===== src/rtl/acumulador_moedas.sv =====
// Coin-side front end of the vending machine: accumulates coins, requests a comparison,
// then dispenses or refunds unit by unit. Optional inactivity auto-refund under `TIMEOUT_EN.
module acumulador_moedas #(
  parameter int LARGURA        = 4,
  parameter int VALOR_MAX      = 15,
  parameter int TIMEOUT_CICLOS = 255
) (
  input  logic               clk,
  input  logic               reset,
  input  logic               moeda1,
  input  logic               moeda2,
  input  logic               confirmar,
  input  logic               cancelar,
  input  logic               liberarProduto,
  input  logic               devolverMoedas,
  output logic [LARGURA-1:0] valorMoedas,
  output logic               enable,
  output logic               entregaProduto,
  output logic               moedaDevolvida,
  output logic               moedaRejeitada,
  output logic               ocupado
);

  typedef enum logic [2:0] {
    OCIOSO     = 3'd0,
    ACUMULANDO = 3'd1,
    COMPARANDO = 3'd2,
    LIBERANDO  = 3'd3,
    DEVOLVENDO = 3'd4
  } estado_t;

  localparam logic [LARGURA+1:0] MAX_EXT = (LARGURA+2)'(VALOR_MAX);

  estado_t            estado_q, estado_d;
  logic [LARGURA-1:0] total_q, total_d;
  logic               entrega_q, entrega_d;
  logic               devolvida_q, devolvida_d;
  logic               rejeitada_q, rejeitada_d;

  logic [1:0]         incremento;
  logic [LARGURA+1:0] soma;
  logic [LARGURA-1:0] total_pos;
  logic               moeda_chegou;
  logic               pode_aceitar;
  logic               aceita_moeda;
  logic               expirou;

  // {moeda2, moeda1} read as an unsigned number is exactly moeda1 + 2*moeda2.
  assign incremento   = {moeda2, moeda1};
  assign soma         = {2'b00, total_q} + {{LARGURA{1'b0}}, incremento};
  assign moeda_chegou = moeda1 | moeda2;
  assign pode_aceitar = (estado_q == OCIOSO) || (estado_q == ACUMULANDO);
  assign aceita_moeda = pode_aceitar && moeda_chegou && (soma <= MAX_EXT);
  assign total_pos    = aceita_moeda ? soma[LARGURA-1:0] : total_q;

`ifdef TIMEOUT_EN
  localparam int CW = $clog2(TIMEOUT_CICLOS + 1);

  logic [CW-1:0] ocioso_cnt_q, ocioso_cnt_d;

  assign expirou = (estado_q == ACUMULANDO) && !aceita_moeda &&
                   (ocioso_cnt_q == CW'(TIMEOUT_CICLOS - 1));

  always_comb begin
    ocioso_cnt_d = '0;
    if ((estado_d == ACUMULANDO) && (estado_q == ACUMULANDO) && !aceita_moeda)
      ocioso_cnt_d = ocioso_cnt_q + CW'(1);
  end

  always_ff @(posedge clk) begin
    if (reset) ocioso_cnt_q <= '0;
    else       ocioso_cnt_q <= ocioso_cnt_d;
  end
`else
  assign expirou = 1'b0;
`endif

  always_ff @(posedge clk) begin
    if (reset) begin
      estado_q    <= OCIOSO;
      total_q     <= '0;
      entrega_q   <= 1'b0;
      devolvida_q <= 1'b0;
      rejeitada_q <= 1'b0;
    end else begin
      estado_q    <= estado_d;
      total_q     <= total_d;
      entrega_q   <= entrega_d;
      devolvida_q <= devolvida_d;
      rejeitada_q <= rejeitada_d;
    end
  end

  always_comb begin
    estado_d = estado_q;
    total_d  = total_q;
    case (estado_q)
      OCIOSO, ACUMULANDO: begin
        // An accepted coin in the same cycle is counted before confirm/cancel.
        total_d = total_pos;
        if (cancelar && (total_q != '0))
          estado_d = DEVOLVENDO;
        else if (confirmar && (total_pos != '0))
          estado_d = COMPARANDO;
        else if (expirou)
          estado_d = DEVOLVENDO;
        else if (total_pos != '0)
          estado_d = ACUMULANDO;
        else
          estado_d = OCIOSO;
      end
      COMPARANDO: begin
        if (liberarProduto)
          estado_d = LIBERANDO;
        else if (devolverMoedas)
          estado_d = DEVOLVENDO;
      end
      LIBERANDO: begin
        total_d  = '0;
        estado_d = OCIOSO;
      end
      DEVOLVENDO: begin
        if (total_q <= LARGURA'(1)) begin
          total_d  = '0;
          estado_d = OCIOSO;
        end else begin
          total_d = total_q - LARGURA'(1);
        end
      end
      default: begin
        total_d  = '0;
        estado_d = OCIOSO;
      end
    endcase
  end

  // Pulse registers mirror the state being entered, so each lasts exactly one state-cycle.
  always_comb begin
    entrega_d   = (estado_d == LIBERANDO);
    devolvida_d = (estado_d == DEVOLVENDO);
    rejeitada_d = moeda_chegou && !aceita_moeda;
  end

  assign valorMoedas    = total_q;
  assign entregaProduto = entrega_q;
  assign moedaDevolvida = devolvida_q;
  assign moedaRejeitada = rejeitada_q;
  assign enable         = (estado_q == COMPARANDO);
  assign ocupado        = (estado_q == COMPARANDO) || (estado_q == LIBERANDO) ||
                          (estado_q == DEVOLVENDO);

endmodule


===== config.mk =====
export PLATFORM = sky130hd
export DESIGN_NAME = acumulador_moedas
export DESIGN_NICKNAME = d
export VERILOG_FILES = /design/src/rtl/acumulador_moedas.sv
export SDC_FILE = /design/constraint.sdc
export NUM_CORES = 1
export LEC_CHECK = 0
export CELL_PAD_IN_SITES_DETAIL_PLACEMENT = 1
export CELL_PAD_IN_SITES_GLOBAL_PLACEMENT = 1
export CORE_MARGIN = 2
export CORE_UTILIZATION = 38
export CTS_CLUSTER_DIAMETER = 120
export DETAILED_ROUTE_END_ITERATION = 6
export PLACE_DENSITY = 0.9
export SLEW_MARGIN = 10
export SYNTH_ARGS = -nofsm -noshare
export SYNTH_HDL_FRONTEND = slang
export SYNTH_SLANG_ARGS = --single-unit

===== constraint.sdc =====
create_clock -name clk -period 6.35 [get_ports clk]
set_input_delay 1.27 -clock clk [delete_from_list [all_inputs] [get_ports clk]]
set_output_delay 1.27 -clock clk [all_outputs]
set_load 0.01 [all_outputs]

# == Word-level counts from Yosys, hierarchy flattened ==
# Cells that the tools add are included.
# word_totals
output_inout_bits,9
regBits,10
wordCells,39
# op_classes
n_mux,10
n_addsub,2
reduce_logical,13
bitwise_logic,1
n_lt_le_gt_ge,2
n_eq_ne,6
# ops
operator,count
two-way mux 3 bit,4
one-hot mux 4 bit (3 select lines),1
"== test 3 x 2 -> 1 bit, second input constant",3
one-hot mux 3 bit (3 select lines),1
two-way mux 4 bit,2
nonzero test 4 bit,2
"== test 3 bit, second input constant",2
adder 4 x 2 -> 5 bit,1
"less-or-equal comparator 5 x 4 -> 1 bit, second input constant",1
logical AND 1 bit,5
"less-or-equal comparator 4 x 1 -> 1 bit, second input constant",1
"subtractor 4 x 1 -> 4 bit, second input constant",1
"== test 3 x 1 -> 1 bit, second input constant",1
zero test 3 bit,1
logical OR 1 bit,3
two-way mux 2 bit,1
OR reduction 2 bit,1
zero test 1 bit,1
two-way mux 1 bit,1
bitwise OR 1 bit,1

# == Depth between registers and ports, before layout ==
# Gate-level depths: netlist of the first run.
# logic_depth
depth_word,11
ltp_mapped,7

# == Worst setup path before layout of the first run ==
# No wires, ideal clock.
# synth_timing
kind,input-to-reg
startpoint,input moeda1
endpoint,register total_q[1] (netlist: valorMoedas[1])
stages,6
required_time_ps,6223
t_arrival_ps,2894
setup_slack_ps,3330
cell_sequence,ha_1 -> fa_1 -> a311oi_2 -> mux2_4 -> a221oi_1 -> nor2_1
# synth_between
elab_chain_cells,5
# synth_rtl
item,line,rtl
"start, declared",10,"input logic moeda1,"
adder 4 x 2 -> 5 bit or bitwise OR 1 bit (tied branches),"50, 51",
less-or-equal comparator 5 x 4 -> 1 bit or logical AND 1 bit (tied branches),53,assign aceita_moeda = pode_aceitar && moeda_chegou && (soma <= MAX_EXT);
logical AND 1 bit,53,
two-way mux 4 bit *,54,assign total_pos = aceita_moeda ? soma[LARGURA-1:0] : total_q;
one-hot mux 4 bit (3 select lines) *,97,case (estado_q)
"end signal, assigned",87,total_q <= total_d;
"end, declared",35,"logic [LARGURA-1:0] total_q, total_d;"
# Every way passes the cells marked *; elsewhere a longest branch is shown, timed or not.
# A chain may end at the register's enable or synchronous reset.

# == Worst setup path in the final report of the first run ==
# Ends and elaborated chain as after synthesis.

==> metrics, run 1 <==
Reg2Reg Setup Slack 4.00 ns; min Tclk post-route 3.386 ns; CTS Buf Count 3; clock skew 0.003844 ns; Least-Margin Pin Slew 0.6000 ns; drt total wl 1902 um; layout cells sized above 1 0.1458; Power per Cell Area 484.3 mW/mm^2; number of synthesized flops with an enable pin 0; Setup violations, final 0; Min-Delay Endpoint entregaProduto$_SDFF_PP0_; syn_nets 94; Synth Instances 80; total I/O pin count 17; CTS tree yes; CP Class in -> reg; buffer depth of the longest clock path 2; DRT Pass-1 Iters 4; Gate power share 0.594; number of core rows 15; H-Tree Depth 1; Post-DP HPWL 1449 um; crit start category primary input; Ys Warns 0; Routed Antenna Nets 0; Flop pwr share 0.272; DR vias 689; Power Total 0.4381 mW; Reg2Reg Depth 6; initial core utilization 0.4065; CP Data Required Time 6.50 ns; pre-CTS setup slack 2.691 ns; die area 0.002207 mm^2; Min-Delay Startpoint estado_q[1]$_SDFF_PP0_; leading cell types in the layout, fill and taps excluded clkdlybuf4s50_1 (16), nor2_1 (12), dfxtp_1 (10); WP data arrival 3.53 ns; first-pass GRT wire length 3036 um; Global Route Usage Sum 0.2050; outcome finished, final reports clean; largest fanout on the critical path 7; routed vias/inst 5.694; Port Buffers 16; largest net degree at the start of global routing 14; total core area 0.001727 mm^2; hold path depth 2; post-cts gate resize count 0; CP Capture Type flip-flop; worst hold path class reg -> reg; Die Y 46.98 um; ant diodes 0; fin. max-slew vios 0; Synth Register Bits 10; P&R area growth vs syn 28.88%; Primary FF master, synth dfxtp_1; DRC 0; fin nets 111; hold_ws 0.6667 ns; count of hold-fix buffers inserted at cts 0; Yosys cell types 36; Leakage 0.3319 nW; post-synthesis cell area 701.9 um^2; Internal Power 0.2451 mW; sw frac 0.4406; Routability Congestion 0.8050; # Max-Cap Violations 0; syn avg cell area 8.774 um^2; Psw 0.1930 mW; remaining global-route overflow 0; Setup TNS Final 0 ns; number of global-route vias before repair 672; Final Cycle Share 0.5332; clock latency on the worst-skew pair 0.27 ns; capturing point of the worst reg2reg path valorMoedas[1]$_SDFFE_PP0N_; # Post-CTS Setup Buffers 0; initial antenna violation count 0; relative slew slack 0.5993; Root Buffer clkbuf_4; DR iter-0 viols 5; post-DR wirelength/cell 15.72 um; final hold viol count 0; setup ws final 2.964 ns; worst vdd ir 0.1966 mV; sequential element share of the synthesized area 0.2852; fmax 295.4 MHz; RSZ-0062 raised after global routing false; clock share of power 0.135; Reg-to-Reg Start valorMoedas[0]$_SDFFE_PP0N_; clk slew on worst S/H paths 0.07 ns; commonest non-fill, non-tap cell in the layout clkdlybuf4s50_1; Die W 46.98 um; clock sinks 10; asr flop ratio synth 0
stage by stage:
| step | area [um^2] | utilization | std cells |
|---|---|---|---|
| floorplan | 701.9 | - | 80 |
| global placement | 868.3 | 0.5029 | 117 |
| detailed placement | 868.3 | 0.5029 | 117 |
| CTS | 904.6 | 0.5239 | 121 |
| global route | 904.6 | 0.5239 | 121 |
| finish | 904.6 | 0.5239 | 121 |
kinds of logic after synthesis:
family                     Yosys count  share of synthesized area
and+or+nand+nor                     32                     0.2567
AOI/OAI and AO/OA                   21                     0.2210
DFF                                 10                     0.2852
muxes                                4                    0.06773
adders and majority gates            6                     0.1176
buffers and inverters                7                    0.05169
critical path, cell delays in order:
cell	delay, ns
clkdlybuf4s50_1	0.44
ha_1	0.24
fa_1	0.49
a311oi_2	0.37
mux2_4	0.34
a221oi_1	0.30
nor2_1	0.07
layer usage:
metal,global-route usage,part of all wire,vias to the layer above
met5,0,0,-
met4,0.1167,0.020,0
met3,0.02308,0.025,4
met2,0.3452,0.49,17
met1,0.2517,0.46,335
li1,-,-,333
power by group through the flow:
stage          clock [mW]  combinational [mW]  sequential [mW]
6_report           0.0591               0.260            0.119
5_1_grt            0.0616               0.290            0.124
4_1_cts            0.0588               0.262            0.120
3_5_place_dp            0               0.260            0.121
3_3_place_gp            0               0.247            0.119
2_1_floorplan           0               0.184            0.112
cell usage after synthesis, types with 2 or more instances:
| cell type | instances | share of area |
|---|---|---|
| a21oi_1 | 5 | 0.036 |
| a221oi_1 | 2 | 0.025 |
| a31oi_1 | 4 | 0.036 |
| buf_2 | 2 | 0.014 |
| dfxtp_1 | 10 | 0.29 |
| ha_1 | 5 | 0.089 |
| inv_1 | 3 | 0.016 |
| mux2_2 | 2 | 0.032 |
| nand2_1 | 3 | 0.016 |
| nor2_1 | 12 | 0.064 |
| nor2b_1 | 2 | 0.018 |
| nor3_1 | 3 | 0.021 |
| nor3b_1 | 2 | 0.021 |
| o21ai_0 | 3 | 0.021 |
registers in the layout, summed over array words and instances (netlist names):
name and flops:
entregaProduto 1, moedaRejeitada 1, moedaDevolvida 1, estado_q 3, valorMoedas 4
how the worst max path moves through the flow:
stage	from	end	slack, ns
5_1_grt	moeda1	valorMoedas[1]$_SDFFE_PP0N_	2.86
3_3_place_gp	moeda1	valorMoedas[1]$_SDFFE_PP0N_	2.82
3_5_place_dp	moeda1	valorMoedas[1]$_SDFFE_PP0N_	2.69
4_1_cts	moeda1	valorMoedas[1]$_SDFFE_PP0N_	2.98
6_report	moeda1	valorMoedas[1]$_SDFFE_PP0N_	2.96
2_1_floorplan	moeda1	valorMoedas[1]$_SDFFE_PP0N_	3.33
cell type report:
cell class,count,area (um^2)
fill,215,822.0
multi-input combinational,63,465.4
sequential,10,200.2
timing repair buffer,16,160.2
clock buffer,4,36.28
tap,25,31.28
inverter,3,11.26
Note: power is estimated with default switching activity, not from simulation.
==> run 2: changes to the inputs <==
--- a/config.mk
+++ b/config.mk
@@ -8,10 +8,10 @@
 export CELL_PAD_IN_SITES_DETAIL_PLACEMENT = 1
 export CELL_PAD_IN_SITES_GLOBAL_PLACEMENT = 1
 export CORE_MARGIN = 2
-export CORE_UTILIZATION = 38
+export CORE_UTILIZATION = 35
 export CTS_CLUSTER_DIAMETER = 120
 export DETAILED_ROUTE_END_ITERATION = 6
-export PLACE_DENSITY = 0.9
+export PLACE_DENSITY = 0.85
 export SLEW_MARGIN = 10
 export SYNTH_ARGS = -nofsm -noshare
 export SYNTH_HDL_FRONTEND = slang
==> constraint.sdc (replaced) <==
create_clock -name clk -period 3.3 [get_ports clk]
set_input_delay 0.66 -clock clk [delete_from_list [all_inputs] [get_ports clk]]
set_output_delay 0.66 -clock clk [all_outputs]
set_load 0.01 [all_outputs]
==> run 2 against run 1 <==
First-iteration DRC count rose by 120%. Count of clock-buffer cells in the layout is 1 lower. Worst hold slack worse by 0.021 ns. Highest routed layer unchanged.
==> metrics, run 2 (synthesis gave the netlist of run 1 again) <==
Least-Margin Pin Slew 0.6143 ns (+0.01425 ns); WP data arrival 2.95 ns (-0.58 ns); register area 200.2 um^2 (unchanged); Flop pwr share 0.281 (+0.009); CTS tree yes; fin nets 111 (unchanged); Global Route Usage Sum 0.1711 (-0.03390); CP Data Required Time 3.45 ns (-3.05 ns); min Tclk post-route 2.799 ns; post-cts gate resize count 0 (unchanged); buffer depth of the longest clock path 2 (unchanged); Gate power share 0.612 (+0.018); initial antenna violation count 0 (unchanged); H-Tree Depth 1 (unchanged); outcome finished, final reports clean; Largest register FFs 4 (unchanged); DRT Pass-1 Iters 4 (unchanged); DR iter-0 viols 11 (+6); # Post-CTS Setup Buffers 0 (unchanged); final hold viol count 0 (unchanged); fin. max-slew vios 0 (unchanged); Leakage 0.3247 nW (-2.2%); CP Capture Type flip-flop; fmax 357.3 MHz; worst vdd ir 0.3524 mV (+79%); Final Cycle Share 0.8480; largest net degree at the start of global routing 14 (unchanged); met2 usage 0.2854 (-0.05982); RSZ-0062 raised after global routing false; number of core rows 16 (+1); leading cell types in the layout, fill and taps excluded clkdlybuf4s50_1 (16), nor2_1 (12), dfxtp_1 (10); first-pass GRT wire length 3174 um (+4.5%); total I/O pin count 17 (unchanged); count of hold-fix buffers inserted at cts 0 (unchanged); met1 usage 0.2246 (-0.02716); Buf/Inv on CP 1 (unchanged); largest fanout on the critical path 7 (unchanged); CP Depth 7 (unchanged); Routability Congestion 0.8255 (+2.5%); post-DR wirelength/cell 14.94 um (-4.9%); remaining global-route overflow 0 (unchanged); total core area 0.001922 mm^2 (+11%); Port Buffers 16 (unchanged); relative slew slack 0.5898 (-0.009516); Power per Cell Area 903.5 mW/mm^2 (+87%); die area 0.002379 mm^2 (+7.8%); Root Buffer clkbuf_4; grt peak-use layer met2; Crit path max-delay family adder cells; Reg2Reg Depth 6 (unchanged); clk slew on worst S/H paths 0.06 ns (about the same); clock share of power 0.107 (-0.028); # Max-Cap Violations 0 (unchanged); initial core utilization 0.3652 (-0.04129); Psw 0.3592 mW (+86%); DR vias 687 (-0.29%); P&R area growth vs syn 27.27%; GR Util met3 0.03681 (+0.01373); routed vias/inst 5.631 (-1.1%); ant diodes 0 (unchanged); Die Y 48.78 um (+3.8%); final core utilization 0.4648 (-0.05907); crit start category primary input; clock latency on the worst-skew pair 0.28 ns (about the same); CP Class in -> reg; sw frac 0.4451 (+0.004477); Die W 48.78 um (+3.8%); Setup TNS Final 0 ns (unchanged); worst path cell trace clkdlybuf4s50_1, ha_1, fa_1, a311oi_2, mux2_4, a221oi_1, nor2_1; clock skew 0.004359 ns (+0.0005149 ns); Crit path largest cell delay 0.49 ns (about the same); Multi-input gate area 465.4 um^2 (unchanged); Internal Power 0.4479 mW (+83%); worst hold path class reg -> reg; CTS Buf Count 3 (unchanged); setup ws final 0.5015 ns (-2.463 ns); Setup violations, final 0 (unchanged); layout cells sized above 1 0.1368 (-0.008991); Post-DP HPWL 1403 um (-3.2%); commonest non-fill, non-tap cell in the layout clkdlybuf4s50_1; pre-CTS setup slack 0.2211 ns (-2.470 ns); hold path depth 2 (unchanged); Crit-path slowest cell fa_1; Routed Antenna Nets 0 (unchanged); number of global-route vias before repair 653 (-2.8%); DRC 0 (unchanged); Fillers 244 (+13%); drt total wl 1823 um (-4.2%); clock sinks 10 (unchanged)
[run 2: changes by cell type in the layout (fill, tap and decap cells not counted), sizes merged]
cell    before  now
clkbuf       4    3
[run 2: layer usage]
metal  vias to the layer above  routed length, um
li1                        329                  -
met1                       338                829
met2                        17                902
met3                         3                 71
met4                         0                 19
met5                         -                  0
[run 2: worst paths after layout]
check / slack [ns] / endpoint / startpoint
worst max-delay path: 0.50 / valorMoedas[1]$_SDFFE_PP0N_ / moeda1
worst min-delay path: 0.65 / entregaProduto$_SDFF_PP0_ / estado_q[1]$_SDFF_PP0_
worst max register to register: 0.99 / valorMoedas[1]$_SDFFE_PP0N_ / valorMoedas[0]$_SDFFE_PP0N_
worst min register to register: 0.65 / entregaProduto$_SDFF_PP0_ / estado_q[1]$_SDFF_PP0_
[run 2: metrics by stage]
stage	power (mW)	area (um^2)	std cells	hold slack, ns
floorplan	0.5695	701.9	80	0.5445
global placement	0.7039	870.8	119	0.6555
detailed placement	0.7232	870.8	119	0.6326
CTS	0.8155	893.4	122	0.6435
global route	0.8896	893.4	122	0.7087
finish	0.8072	893.4	122	0.6461
[run 2: worst register-to-register path: cells and delay by family, from the launching register on]
kind,cells,cell delay [ns]
multiplexers,1,0.35
adder cells (fa/ha/maj),2,0.73
AND/OR/NAND/NOR,1,0.06
flip-flops,1,0.39
AO/OA/AOI/OAI,2,0.66
[run 2: layout make-up]
type                            count  share of cell area
Multi-Input combinational cell     63              0.5210
Sequential cell                    10              0.2241
Timing Repair Buffer               16              0.1793
Tap cell                           27             0.03782
Clock buffer                        3             0.02521
Inverter                            3             0.01261
[run 2: power by group through the flow]
stage	registers (mW)	clock network, mW	logic, mW
after floorplan	0.215	0	0.354
after detailed placement	0.229	0	0.494
after CTS	0.227	0.0905	0.498
after global routing	0.236	0.0965	0.557
final	0.227	0.0865	0.494
after global placement	0.227	0	0.477
==> run 3: changes to the inputs <==
--- a/config.mk
+++ b/config.mk
@@ -8,10 +8,10 @@
 export CELL_PAD_IN_SITES_DETAIL_PLACEMENT = 1
 export CELL_PAD_IN_SITES_GLOBAL_PLACEMENT = 1
 export CORE_MARGIN = 2
-export CORE_UTILIZATION = 35
+export CORE_UTILIZATION = 31
 export CTS_CLUSTER_DIAMETER = 120
 export DETAILED_ROUTE_END_ITERATION = 6
-export PLACE_DENSITY = 0.85
+export PLACE_DENSITY = 0.8
 export SLEW_MARGIN = 10
 export SYNTH_ARGS = -nofsm -noshare
 export SYNTH_HDL_FRONTEND = slang
==> constraint.sdc (replaced) <==
create_clock -name clk -period 2.46 [get_ports clk]
set_input_delay 0.492 -clock clk [delete_from_list [all_inputs] [get_ports clk]]
set_output_delay 0.492 -clock clk [all_outputs]
set_load 0.01 [all_outputs]
==> run 3 against run 2 <==
Clock skew is 0.0020 ns higher. Critical endpoint is now estado_q[1]$_SDFF_PP0_. Non-clock buffer count is 3 higher. Largest cell class unchanged. Core utilization is 3.1 points lower. Worst setup slack worse by 0.46 ns.
==> metrics, run 3 (synthesis gave the netlist of run 1 again) <==
outcome finished, final reports clean; Die Y 51.59 um (+5.8%); DRT Pass-1 Iters 4 (unchanged); min Tclk post-route 2.414 ns; Final Instance Count excl. Fillers 127 (+4.1%); Power per Cell Area 1250 mW/mm^2 (+38%); CP Class in -> reg; buffer depth of the longest clock path 2 (unchanged); clk slew on worst S/H paths 0.08 ns (+0.02 ns); Post-DP HPWL 1452 um (+3.5%); # Max-Cap Violations 0 (unchanged); Fillers 262 (+7.4%); relative slew slack 0.5774 (-0.01242); leading cell types in the layout, fill and taps excluded clkdlybuf4s50_1 (16), nor2_1 (12), dfxtp_1 (10); Power Total 1.178 mW (+46%); CP Data Required Time 2.61 ns (-0.84 ns); fin nets 114 (+2.7%); Least-Margin Pin Slew 0.6329 ns (+0.01859 ns); CP Capture Type flip-flop; number of core rows 17 (+1); clock sinks 10 (unchanged); remaining global-route overflow 0 (unchanged); Port Buffers 16 (unchanged); DR vias 682 (-0.73%); clock skew 0.006355 ns (+0.001996 ns); Flop pwr share 0.254 (-0.027); largest fanout on the critical path 3 (-4); WP data arrival 2.57 ns (-0.38 ns); sw frac 0.4373 (-0.007781); Routed Antenna Nets 0 (unchanged); total core area 0.002170 mm^2 (+13%); CTS tree yes; routed vias/inst 5.370 (-4.6%); layout cells sized above 1 0.2020 (+0.06518); clock share of power 0.130 (+0.023); fin. max-slew vios 0 (unchanged); Psw 0.5150 mW (+43%); hold_ws 0.6868 ns (+0.04062 ns); CTS Buf Count 3 (unchanged); H-Tree Depth 1 (unchanged); commonest non-fill, non-tap cell in the layout clkdlybuf4s50_1; post-DR wirelength/cell 15.64 um (+4.7%); initial antenna violation count 0 (unchanged); first-pass GRT wire length 3174 um (unchanged); crit start category primary input; final hold viol count 0 (unchanged); Global Route Usage Sum 0.1675 (-0.003640); DRC 0 (unchanged); Final Cycle Share 0.9811; total I/O pin count 17 (unchanged); initial core utilization 0.3235 (-0.04171); ant diodes 0 (unchanged); die area 0.002661 mm^2 (+12%); drt total wl 1986 um (+8.9%); Largest register FFs 4 (unchanged); Root Buffer clkbuf_4; number of global-route vias before repair 674 (+3.2%); Internal Power 0.6627 mW (+48%); Routability Congestion 0.7952 (-3.7%); clock latency on the worst-skew pair 0.27 ns (about the same); RSZ-0062 raised after global routing false; P&R area growth vs syn 34.22%; fmax 414.3 MHz; Gate power share 0.617 (+0.005); Setup violations, final 0 (unchanged); largest net degree at the start of global routing 14 (unchanged); Leakage 0.3463 nW (+6.6%); count of hold-fix buffers inserted at cts 0 (unchanged); worst vdd ir 0.4564 mV (+30%); DR iter-0 viols 8 (-3); worst hold path class reg -> reg; dpl cells 123 (+3.4%); Die W 51.59 um (+5.8%); Setup TNS Final 0 ns (unchanged)
[run 3: cell count changes in the layout (fill, tap and decap cells not counted), sizes merged]
cell | before | now
buf | 0 | 3
clkbuf | 3 | 4
[run 3: worst max-delay path, stage by stage]
cell and delay (ns):
clkdlybuf4s50_1 0.45, ha_2 0.21, fa_2 0.36, a311oi_2 0.36, mux2_4 0.35, a211oi_2 0.22
o21ai_1 0.12
[run 3: timing repair]
item,in CTS,in global routing
gates cloned,0,0
pin swaps,1,2
endpoints found under the setup margin,3,3
buffers inserted,0,0
resized for setup,1,2
endpoints found under the hold margin,0,0
[run 3: path summary, 6_finish.rpt]
| path | startpoint | to | slack (ns) | cells past startpoint |
|---|---|---|---|---|
| setup / recovery | moeda1 | estado_q[1]$_SDFF_PP0_ | 0.05 | 7 |
| hold / removal | estado_q[1]$_SDFF_PP0_ | entregaProduto$_SDFF_PP0_ | 0.69 | 2 |
| setup reg to reg | valorMoedas[0]$_SDFFE_PP0N_ | estado_q[1]$_SDFF_PP0_ | 0.40 | 6 |
| hold reg to reg | estado_q[1]$_SDFF_PP0_ | entregaProduto$_SDFF_PP0_ | 0.69 | 2 |
[run 3: final cells by class]
cell class	instances	area (um^2)	share of cell area
Inverter	3	11.26	0.01195
Multi-Input combinational cell	63	476.7	0.5060
Timing Repair Buffer	19	182.7	0.1939
Clock buffer	4	36.28	0.03851
Tap cell	28	35.03	0.03718
Sequential cell	10	200.2	0.2125
[run 3: power by group through the flow]
| stage | sequential [mW] | clock (mW) | combinational [mW] |
|---|---|---|---|
| 4_1_cts | 0.295 | 0.157 | 0.706 |
| 3_3_place_gp | 0.294 | 0 | 0.672 |
| 2_1_floorplan | 0.289 | 0 | 0.475 |
| 3_5_place_dp | 0.297 | 0 | 0.699 |
| 5_1_grt | 0.309 | 0.172 | 0.799 |
| 6_report | 0.299 | 0.153 | 0.726 |
[run 3: routing by layer]
metal | vias to the layer above | share of wire | global-route usage | wire (um)
li1 | 333 | - | - | -
met1 | 327 | 0.46 | 0.1937 | 916
met2 | 17 | 0.48 | 0.2970 | 961
met3 | 5 | 0.040 | 0.03736 | 80
met4 | 0 | 0.014 | 0.06579 | 27
met5 | - | 0 | 0 | 0
[run 3: per-stage QoR]
stage	utilization	setup slack [ns]	cell area, um^2
finish	0.4343	0.04646	942.2
global route	0.4343	0.01006	942.2
CTS	0.4302	0.04144	933.4
detailed placement	0.4123	-0.3166	894.6
global placement	0.4123	-0.1969	894.6
floorplan	-	0.2176	701.9
